**config.mk**
```make
export PLATFORM = sky130hd
export DESIGN_NAME = elevator_scan_controller
export DESIGN_NICKNAME = d
export VERILOG_FILES = /design/src/rtl/elevator_pkg.sv /design/src/rtl/elevator_request_latch.sv /design/src/rtl/elevator_scan_controller.sv
export SDC_FILE = /design/constraint.sdc
export NUM_CORES = 1
export LEC_CHECK = 0
export CAP_MARGIN = 20
export CORE_ASPECT_RATIO = 1.4
export CORE_MARGIN = 10
export CORE_UTILIZATION = 38
export CTS_CLUSTER_DIAMETER = 120
export DETAILED_ROUTE_END_ITERATION = 8
export PLACE_DENSITY = 0.72
export SYNTH_ARGS = -nofsm -noshare
export SYNTH_HDL_FRONTEND = slang
export SYNTH_HIERARCHICAL = 1
export SYNTH_SLANG_ARGS = --single-unit
```
**constraint.sdc**
```tcl
create_clock -name clk -period 8 [get_ports clk]
set_input_delay 1.6 -clock clk [delete_from_list [all_inputs] [get_ports clk]]
set_output_delay 1.6 -clock clk [all_outputs]
set_load 0.01 [all_outputs]
```
**src/rtl/elevator_pkg.sv**
```systemverilog
// Shared state/direction encodings and floor-ordering helper for the SCAN elevator controller.
// Pure declarations: no latency or backpressure of its own.
package elevator_pkg;

    localparam logic [1:0] ST_IDLE = 2'd0;
    localparam logic [1:0] ST_MOVE = 2'd1;
    localparam logic [1:0] ST_OPEN = 2'd2;

    localparam logic [1:0] DIR_NONE = 2'd0;
    localparam logic [1:0] DIR_UP   = 2'd1;
    localparam logic [1:0] DIR_DOWN = 2'd2;

    // True when floor idx lies strictly past base when travelling in dir.
    function automatic logic beyond(input logic [31:0] idx, input logic [31:0] base,
                                    input logic [1:0] dir);
        case (dir)
            DIR_UP:   return idx > base;
            DIR_DOWN: return idx < base;
            default:  return 1'b0;
        endcase
    endfunction

endpackage

```
**src/rtl/elevator_request_latch.sv**
```systemverilog
// Holds car/hall requests and reduces them to above/below/here flags relative to the car floor.
// Press-to-pending is 1 clock; set beats clear, and blocked presses are reported instead of latched.
module elevator_request_latch
    import elevator_pkg::*;
#(
    parameter int NUM_FLOORS = 4,
    parameter int FLOOR_W    = $clog2(NUM_FLOORS)
) (
    input  logic                  clk,
    input  logic                  reset,
    input  logic [NUM_FLOORS-1:0] car_call,
    input  logic [NUM_FLOORS-1:0] hall_up,
    input  logic [NUM_FLOORS-1:0] hall_down,
    input  logic [FLOOR_W-1:0]    floor,
    input  logic [NUM_FLOORS-1:0] clr_car,
    input  logic [NUM_FLOORS-1:0] clr_up,
    input  logic [NUM_FLOORS-1:0] clr_down,
    input  logic [NUM_FLOORS-1:0] blk_car,
    input  logic [NUM_FLOORS-1:0] blk_up,
    input  logic [NUM_FLOORS-1:0] blk_down,
    output logic [NUM_FLOORS-1:0] pend_car,
    output logic [NUM_FLOORS-1:0] pend_up,
    output logic [NUM_FLOORS-1:0] pend_down,
    output logic                  blocked_press,
    output logic                  above,
    output logic                  below,
    output logic                  here
);

    // No up call from the top floor, no down call from the bottom floor.
    localparam logic [NUM_FLOORS-1:0] UP_OK   = {1'b0, {(NUM_FLOORS-1){1'b1}}};
    localparam logic [NUM_FLOORS-1:0] DOWN_OK = {{(NUM_FLOORS-1){1'b1}}, 1'b0};

    logic [NUM_FLOORS-1:0] up_in;
    logic [NUM_FLOORS-1:0] down_in;
    logic [NUM_FLOORS-1:0] pend_any;
    logic [NUM_FLOORS-1:0] above_m;
    logic [NUM_FLOORS-1:0] below_m;
    logic [NUM_FLOORS-1:0] here_m;

    assign up_in   = hall_up & UP_OK;
    assign down_in = hall_down & DOWN_OK;

    assign blocked_press = |((car_call & blk_car) | (up_in & blk_up) | (down_in & blk_down));

    always_ff @(posedge clk or negedge reset) begin
        if (!reset) begin
            pend_car  <= '0;
            pend_up   <= '0;
            pend_down <= '0;
        end else begin
            pend_car  <= (pend_car & ~clr_car) | (car_call & ~blk_car);
            pend_up   <= (pend_up & ~clr_up) | (up_in & ~blk_up);
            pend_down <= (pend_down & ~clr_down) | (down_in & ~blk_down);
        end
    end

    always_comb begin
        above_m = '0;
        below_m = '0;
        here_m  = '0;
        for (int i = 0; i < NUM_FLOORS; i++) begin
            above_m[i] = beyond(32'(i), 32'(floor), DIR_UP);
            below_m[i] = beyond(32'(i), 32'(floor), DIR_DOWN);
            here_m[i]  = (32'(i) == 32'(floor));
        end
    end

    assign pend_any = pend_car | pend_up | pend_down;
    assign above    = |(pend_any & above_m);
    assign below    = |(pend_any & below_m);
    assign here     = |(pend_any & here_m);

endmodule

```
**src/rtl/elevator_scan_controller.sv**
```systemverilog
// Single-car SCAN elevator: IDLE/MOVE/OPEN FSM with programmable travel and door-dwell timers.
// Requests latch in 1 clock; MOVE takes TRAVEL_CYCLES per floor; door holds open while obstructed.
module elevator_scan_controller
    import elevator_pkg::*;
#(
    parameter int NUM_FLOORS    = 4,
    parameter int FLOOR_W       = $clog2(NUM_FLOORS),
    parameter int DOOR_CYCLES   = 3,
    parameter int TRAVEL_CYCLES = 4,
    parameter int CNT_W         = 8
) (
    input  logic                  clk,
    input  logic                  reset,
    input  logic [NUM_FLOORS-1:0] car_call,
    input  logic [NUM_FLOORS-1:0] hall_up,
    input  logic [NUM_FLOORS-1:0] hall_down,
    input  logic                  door_open_req,
    input  logic                  door_close_req,
    input  logic                  door_sensor,
    output logic                  up,
    output logic                  down,
    output logic [FLOOR_W-1:0]    floor,
    output logic                  door_open,
    output logic [NUM_FLOORS-1:0] pend_car,
    output logic [NUM_FLOORS-1:0] pend_up,
    output logic [NUM_FLOORS-1:0] pend_down
);

    logic [1:0]            state, state_nxt;
    logic [1:0]            dir, dir_nxt;
    logic [CNT_W-1:0]      timer, timer_nxt, timer_inc;
    logic [FLOOR_W-1:0]    floor_nxt, f_next;
    logic [NUM_FLOORS-1:0] floor_oh, f_oh, beyond_m, pend_any;
    logic [NUM_FLOORS-1:0] clr_car, clr_up, clr_down;
    logic [NUM_FLOORS-1:0] blk_car, blk_up, blk_down;
    logic                  above, below, here, blocked_press;
    logic                  travel_done, door_done, beyond_next, at_end, stop, ahead;

    elevator_request_latch #(
        .NUM_FLOORS (NUM_FLOORS),
        .FLOOR_W    (FLOOR_W)
    ) u_latch (
        .clk           (clk),
        .reset         (reset),
        .car_call      (car_call),
        .hall_up       (hall_up),
        .hall_down     (hall_down),
        .floor         (floor),
        .clr_car       (clr_car),
        .clr_up        (clr_up),
        .clr_down      (clr_down),
        .blk_car       (blk_car),
        .blk_up        (blk_up),
        .blk_down      (blk_down),
        .pend_car      (pend_car),
        .pend_up       (pend_up),
        .pend_down     (pend_down),
        .blocked_press (blocked_press),
        .above         (above),
        .below         (below),
        .here          (here)
    );

    assign pend_any    = pend_car | pend_up | pend_down;
    assign timer_inc   = timer + 1'b1;
    assign travel_done = timer_inc >= CNT_W'(TRAVEL_CYCLES);
    assign door_done   = timer_inc >= CNT_W'(DOOR_CYCLES);
    assign f_next      = (dir == DIR_DOWN) ? floor - 1'b1 : floor + 1'b1;

    always_comb begin
        floor_oh = '0;
        f_oh     = '0;
        beyond_m = '0;
        for (int i = 0; i < NUM_FLOORS; i++) begin
            floor_oh[i] = (32'(i) == 32'(floor));
            f_oh[i]     = (32'(i) == 32'(f_next));
            beyond_m[i] = beyond(32'(i), 32'(f_next), dir);
        end
    end

    // Stop test is evaluated against the floor the car is arriving at.
    assign beyond_next = |(pend_any & beyond_m);
    assign at_end      = ((dir == DIR_UP) && (32'(f_next) == 32'(NUM_FLOORS - 1)))
                       || ((dir == DIR_DOWN) && (f_next == '0));
    assign stop        = at_end || !beyond_next || |(pend_car & f_oh)
                       || |(((dir == DIR_UP) ? pend_up : pend_down) & f_oh);
    assign ahead       = ((dir == DIR_UP) && above) || ((dir == DIR_DOWN) && below);

    // While the door is open, presses at this floor in the service direction only extend dwell.
    assign blk_car  = (state == ST_OPEN) ? floor_oh : '0;
    assign blk_up   = ((state == ST_OPEN) && (dir != DIR_DOWN)) ? floor_oh : '0;
    assign blk_down = ((state == ST_OPEN) && (dir != DIR_UP)) ? floor_oh : '0;

    always_comb begin
        state_nxt = state;
        dir_nxt   = dir;
        timer_nxt = timer;
        floor_nxt = floor;
        clr_car   = '0;
        clr_up    = '0;
        clr_down  = '0;
        case (state)
            ST_IDLE: begin
                timer_nxt = '0;
                if (here || door_open_req) begin
                    state_nxt = ST_OPEN;
                    clr_car   = floor_oh;
                    clr_up    = floor_oh;
                    clr_down  = floor_oh;
                end else if (above) begin
                    state_nxt = ST_MOVE;
                    dir_nxt   = DIR_UP;
                end else if (below) begin
                    state_nxt = ST_MOVE;
                    dir_nxt   = DIR_DOWN;
                end
            end
            ST_MOVE: begin
                if (travel_done) begin
                    floor_nxt = f_next;
                    timer_nxt = '0;
                    if (stop) begin
                        state_nxt = ST_OPEN;
                        clr_car   = f_oh;
                        if ((dir == DIR_UP) || !beyond_next)   clr_up   = f_oh;
                        if ((dir == DIR_DOWN) || !beyond_next) clr_down = f_oh;
                    end
                end else begin
                    timer_nxt = timer_inc;
                end
            end
            ST_OPEN: begin
                if (door_sensor || door_open_req || blocked_press) begin
                    timer_nxt = '0;
                end else if (door_done) begin
                    timer_nxt = '0;
                    if (ahead) begin
                        state_nxt = ST_MOVE;
                    end else if (above) begin
                        state_nxt = ST_MOVE;
                        dir_nxt   = DIR_UP;
                    end else if (below) begin
                        state_nxt = ST_MOVE;
                        dir_nxt   = DIR_DOWN;
                    end else begin
                        state_nxt = ST_IDLE;
                        dir_nxt   = DIR_NONE;
                    end
                end else if (door_close_req) begin
                    timer_nxt = CNT_W'(DOOR_CYCLES - 1);
                end else begin
                    timer_nxt = timer_inc;
                end
            end
            default: begin
                state_nxt = ST_IDLE;
                dir_nxt   = DIR_NONE;
                timer_nxt = '0;
            end
        endcase
    end

    always_ff @(posedge clk or negedge reset) begin
        if (!reset) begin
            state <= ST_IDLE;
            dir   <= DIR_NONE;
            timer <= '0;
            floor <= '0;
        end else begin
            state <= state_nxt;
            dir   <= dir_nxt;
            timer <= timer_nxt;
            floor <= floor_nxt;
        end
    end

    assign up        = (state == ST_MOVE) && (dir == DIR_UP);
    assign down      = (state == ST_MOVE) && (dir == DIR_DOWN);
    assign door_open = (state == ST_OPEN);

    ap_motion_door_excl: assert property (@(posedge clk) disable iff (!reset)
        $onehot0({up, down, door_open}));

endmodule

```
==> results.py <==
metrics = {
    "critical_path": {
        "crit_family": "compound AO/OA/AOI/OAI gates",
        "critPathKind": "input port to flip-flop",
        "regToRegSetupSlack_ns": 4.66,
        "cp-startpoint": "car_call[0]",
        "r2r_cells": 12,
        "slowest_stage": "a2111o_1",
        "r2r_start": "floor[0]$_DFFE_PN0P_",
        "crit_end": "dir[1]$_DFFE_PN0P_",
        "cp_data_arrival_time_ns": 4.04,
        "crit_required_ns": 8.18,
        "crit_top_cell": "a221oi_1",
        "critPathMaxStageDelay_ns": 0.46,
        "worstPathMaxFanout": 3,
        "worst-path-buf-inv": 1,
        "reg2reg_to": "dir[1]$_DFFE_PN0P_",
        "crit_path_start_kind": "input port",
        "crit_path_end_kind": "flip-flop",
        "worst-path-stages": 9,
        "path_cells": "clkdlybuf4s50_1 > a22o_1 > a221oi_1 > nand4_1 > or3_1 > a221oi_1 > o21ai_0 > a2111o_1 > mux2_2",
    },
    "clock_network": {
        "clockRootBuffer": "clkbuf_8",
        "cts_setup_buffers": 0,
        "htree_levels": 1,
        "cts.path.max_buffers": 2,
        "clk_pin_slew_ns": 0.10,
        "clkLatencyLatePin_ns": 0.28,
        "cts_num_sinks": 26,
        "numCtsBuffers": 3,
        "cts_resized": 0,
        "tritoncts": "done",
        "cts_hold_buf": 0,
    },
    "routing": {
        "postRouteWirelength_um": 4970,
        "antenna_left": 0,
        "wl_per_cell_um": 15.0,
        "first_pass_iters": 4,
        "via_per_inst": 5.25,
        "drtIter0Drc": 82,
        "num_vias": 1744,
        "drc": 0,
    },
    "sta": {
        "fmax_mhz": 259,
        "setup_tns_ns": 0,
        "hold_violations": 0,
        "worst_slew_pin_slew_ns": 0.580,
        "min_period_ns": 3.87,
        "setup_viol": 0,
        "clock_skew_ns": 0.00500,
        "slew_headroom": 0.612,
        "finalCritPeriodShare": 0.483,
        "rsz0062_at_grt": "false",
        "hold_slack_ns": 0.536,
        "drv_slew": 0,
    },
    "global_routing": {
        "gr-total-overflow": 0,
        "grt_use_total": 0.122,
        "first_global_vias": 1724,
        "antenna_found_initial": 0,
        "grt_pass1_wl_um": 8000,
        "grt_max_degree": 27,
    },
    "power_and_ir_drop": {
        "cellPowerDensity_nw_per_um2": 355,
        "ir_worst_vdd_v": 0.000145,
        "p_switching_uw": 377,
        "seqPwrFrac": 0.265,
        "power_uw": 823,
        "p_leak_uw": 0.00109,
        "power.internal_uw": 445,
        "swShare": 0.459,
        "p_clk_frac": 0.136,
        "pwr-share-comb": 0.598,
    },
    "die": {
        "dieArea_um2": 8090,
        "core_area_um2": 4770,
        "start_util": 0.388,
        "die_width_um": 78.9,
        "die_y_um": 103,
        "rows": 30,
        "ios": 34,
    },
    "finish": {
        "syn_to_final_growth_pct": 25.5,
        "drive_above_1_share": 0.0448,
        "final_cell_count_no_fill": 332,
        "fin_nets": 299,
        "fill_cells": 488,
        "diodes": 0,
    },
    "place": {
        "gp_congestion": 0.911,
        "placed_cells": 328,
        "port_buffers": 31,
        "dp_hpwl_um": 3830,
    },
    "synth": {
        "avgSynthCellArea_um2": 8.00,
        "synthCells": 231,
        "syn_area_um2": 1850,
        "yosysWarnings": 6,
    },
    "status": {
        "status": "finished, final reports clean",
    },
    "worst_hold_path": {
        "hp-class": "flip-flop to flip-flop",
    },
    "flow_run": {
        "cap_violations": 0,
    },
}
stage by stage:
stage | util | instance area [um2] | worst slack, ns
2_1_floorplan | - | 1870 | 4.45
3_3_place_gp | 0.471 | 2250 | 3.88
3_5_place_dp | 0.471 | 2250 | 3.86
4_1_cts | 0.486 | 2320 | 4.15
5_1_grt | 0.486 | 2320 | 3.98
6_report | 0.486 | 2320 | 4.13
how the worst min path moves through the flow:
stage | start | endpoint | slack (ns) | cells after the start
after floorplan | timer[0]$_DFF_PN0_ | timer[0]$_DFF_PN0_ | 0.48 | 1
after global placement | timer[0]$_DFF_PN0_ | timer[0]$_DFF_PN0_ | 0.52 | 1
after detailed placement | timer[0]$_DFF_PN0_ | timer[0]$_DFF_PN0_ | 0.53 | 1
after CTS | timer[0]$_DFF_PN0_ | timer[0]$_DFF_PN0_ | 0.54 | 1
after global routing | timer[0]$_DFF_PN0_ | timer[0]$_DFF_PN0_ | 0.57 | 1
final | timer[0]$_DFF_PN0_ | timer[0]$_DFF_PN0_ | 0.54 | 1
placed cells by master, fill, tap and decap left out, types with 4 or more instances in the layout:
cell type and n:
o21ai_0 23, a21oi_1 9, ha_1 13, inv_1 40
o22ai_1 13, nor2_1 19, nand2_1 24, conb_1 6
dfrtp_1 26, nor3_1 5, clkdlybuf4s50_1 31, or3_1 4
registers in the layout, summed over array words and instances (netlist names):
register / cells
dir: 2
u_latch/pend_down: 4
state: 2
u_latch/pend_up: 4
u_latch/pend_car: 4
floor: 2
timer: 8
layout make-up:
type | count | area, um2 | share of cell area
multi-input combinational | 166 | 1050 | 0.452
sequential | 26 | 651 | 0.281
timing repair buffer | 32 | 318 | 0.137
inverter | 40 | 150 | 0.0648
tap | 64 | 80.1 | 0.0345
clock buffer | 3 | 41.3 | 0.0178
clock inverter | 1 | 30.0 | 0.0130
power groups by stage:
stage | logic (uW) | registers, uW | clock network (uW)
floorplan | 322 | 219 | 0
global placement | 478 | 219 | 0
detailed placement | 485 | 220 | 0
CTS | 489 | 218 | 113
global route | 542 | 226 | 119
finish | 492 | 218 | 112
per-layer routing:
metal,wire (um),track usage
met3,227,0.0253
met4,67,0.0346
met1,2060,0.137
met2,2620,0.227
met5,0,0
Note: power is estimated with default switching activity, not from simulation.
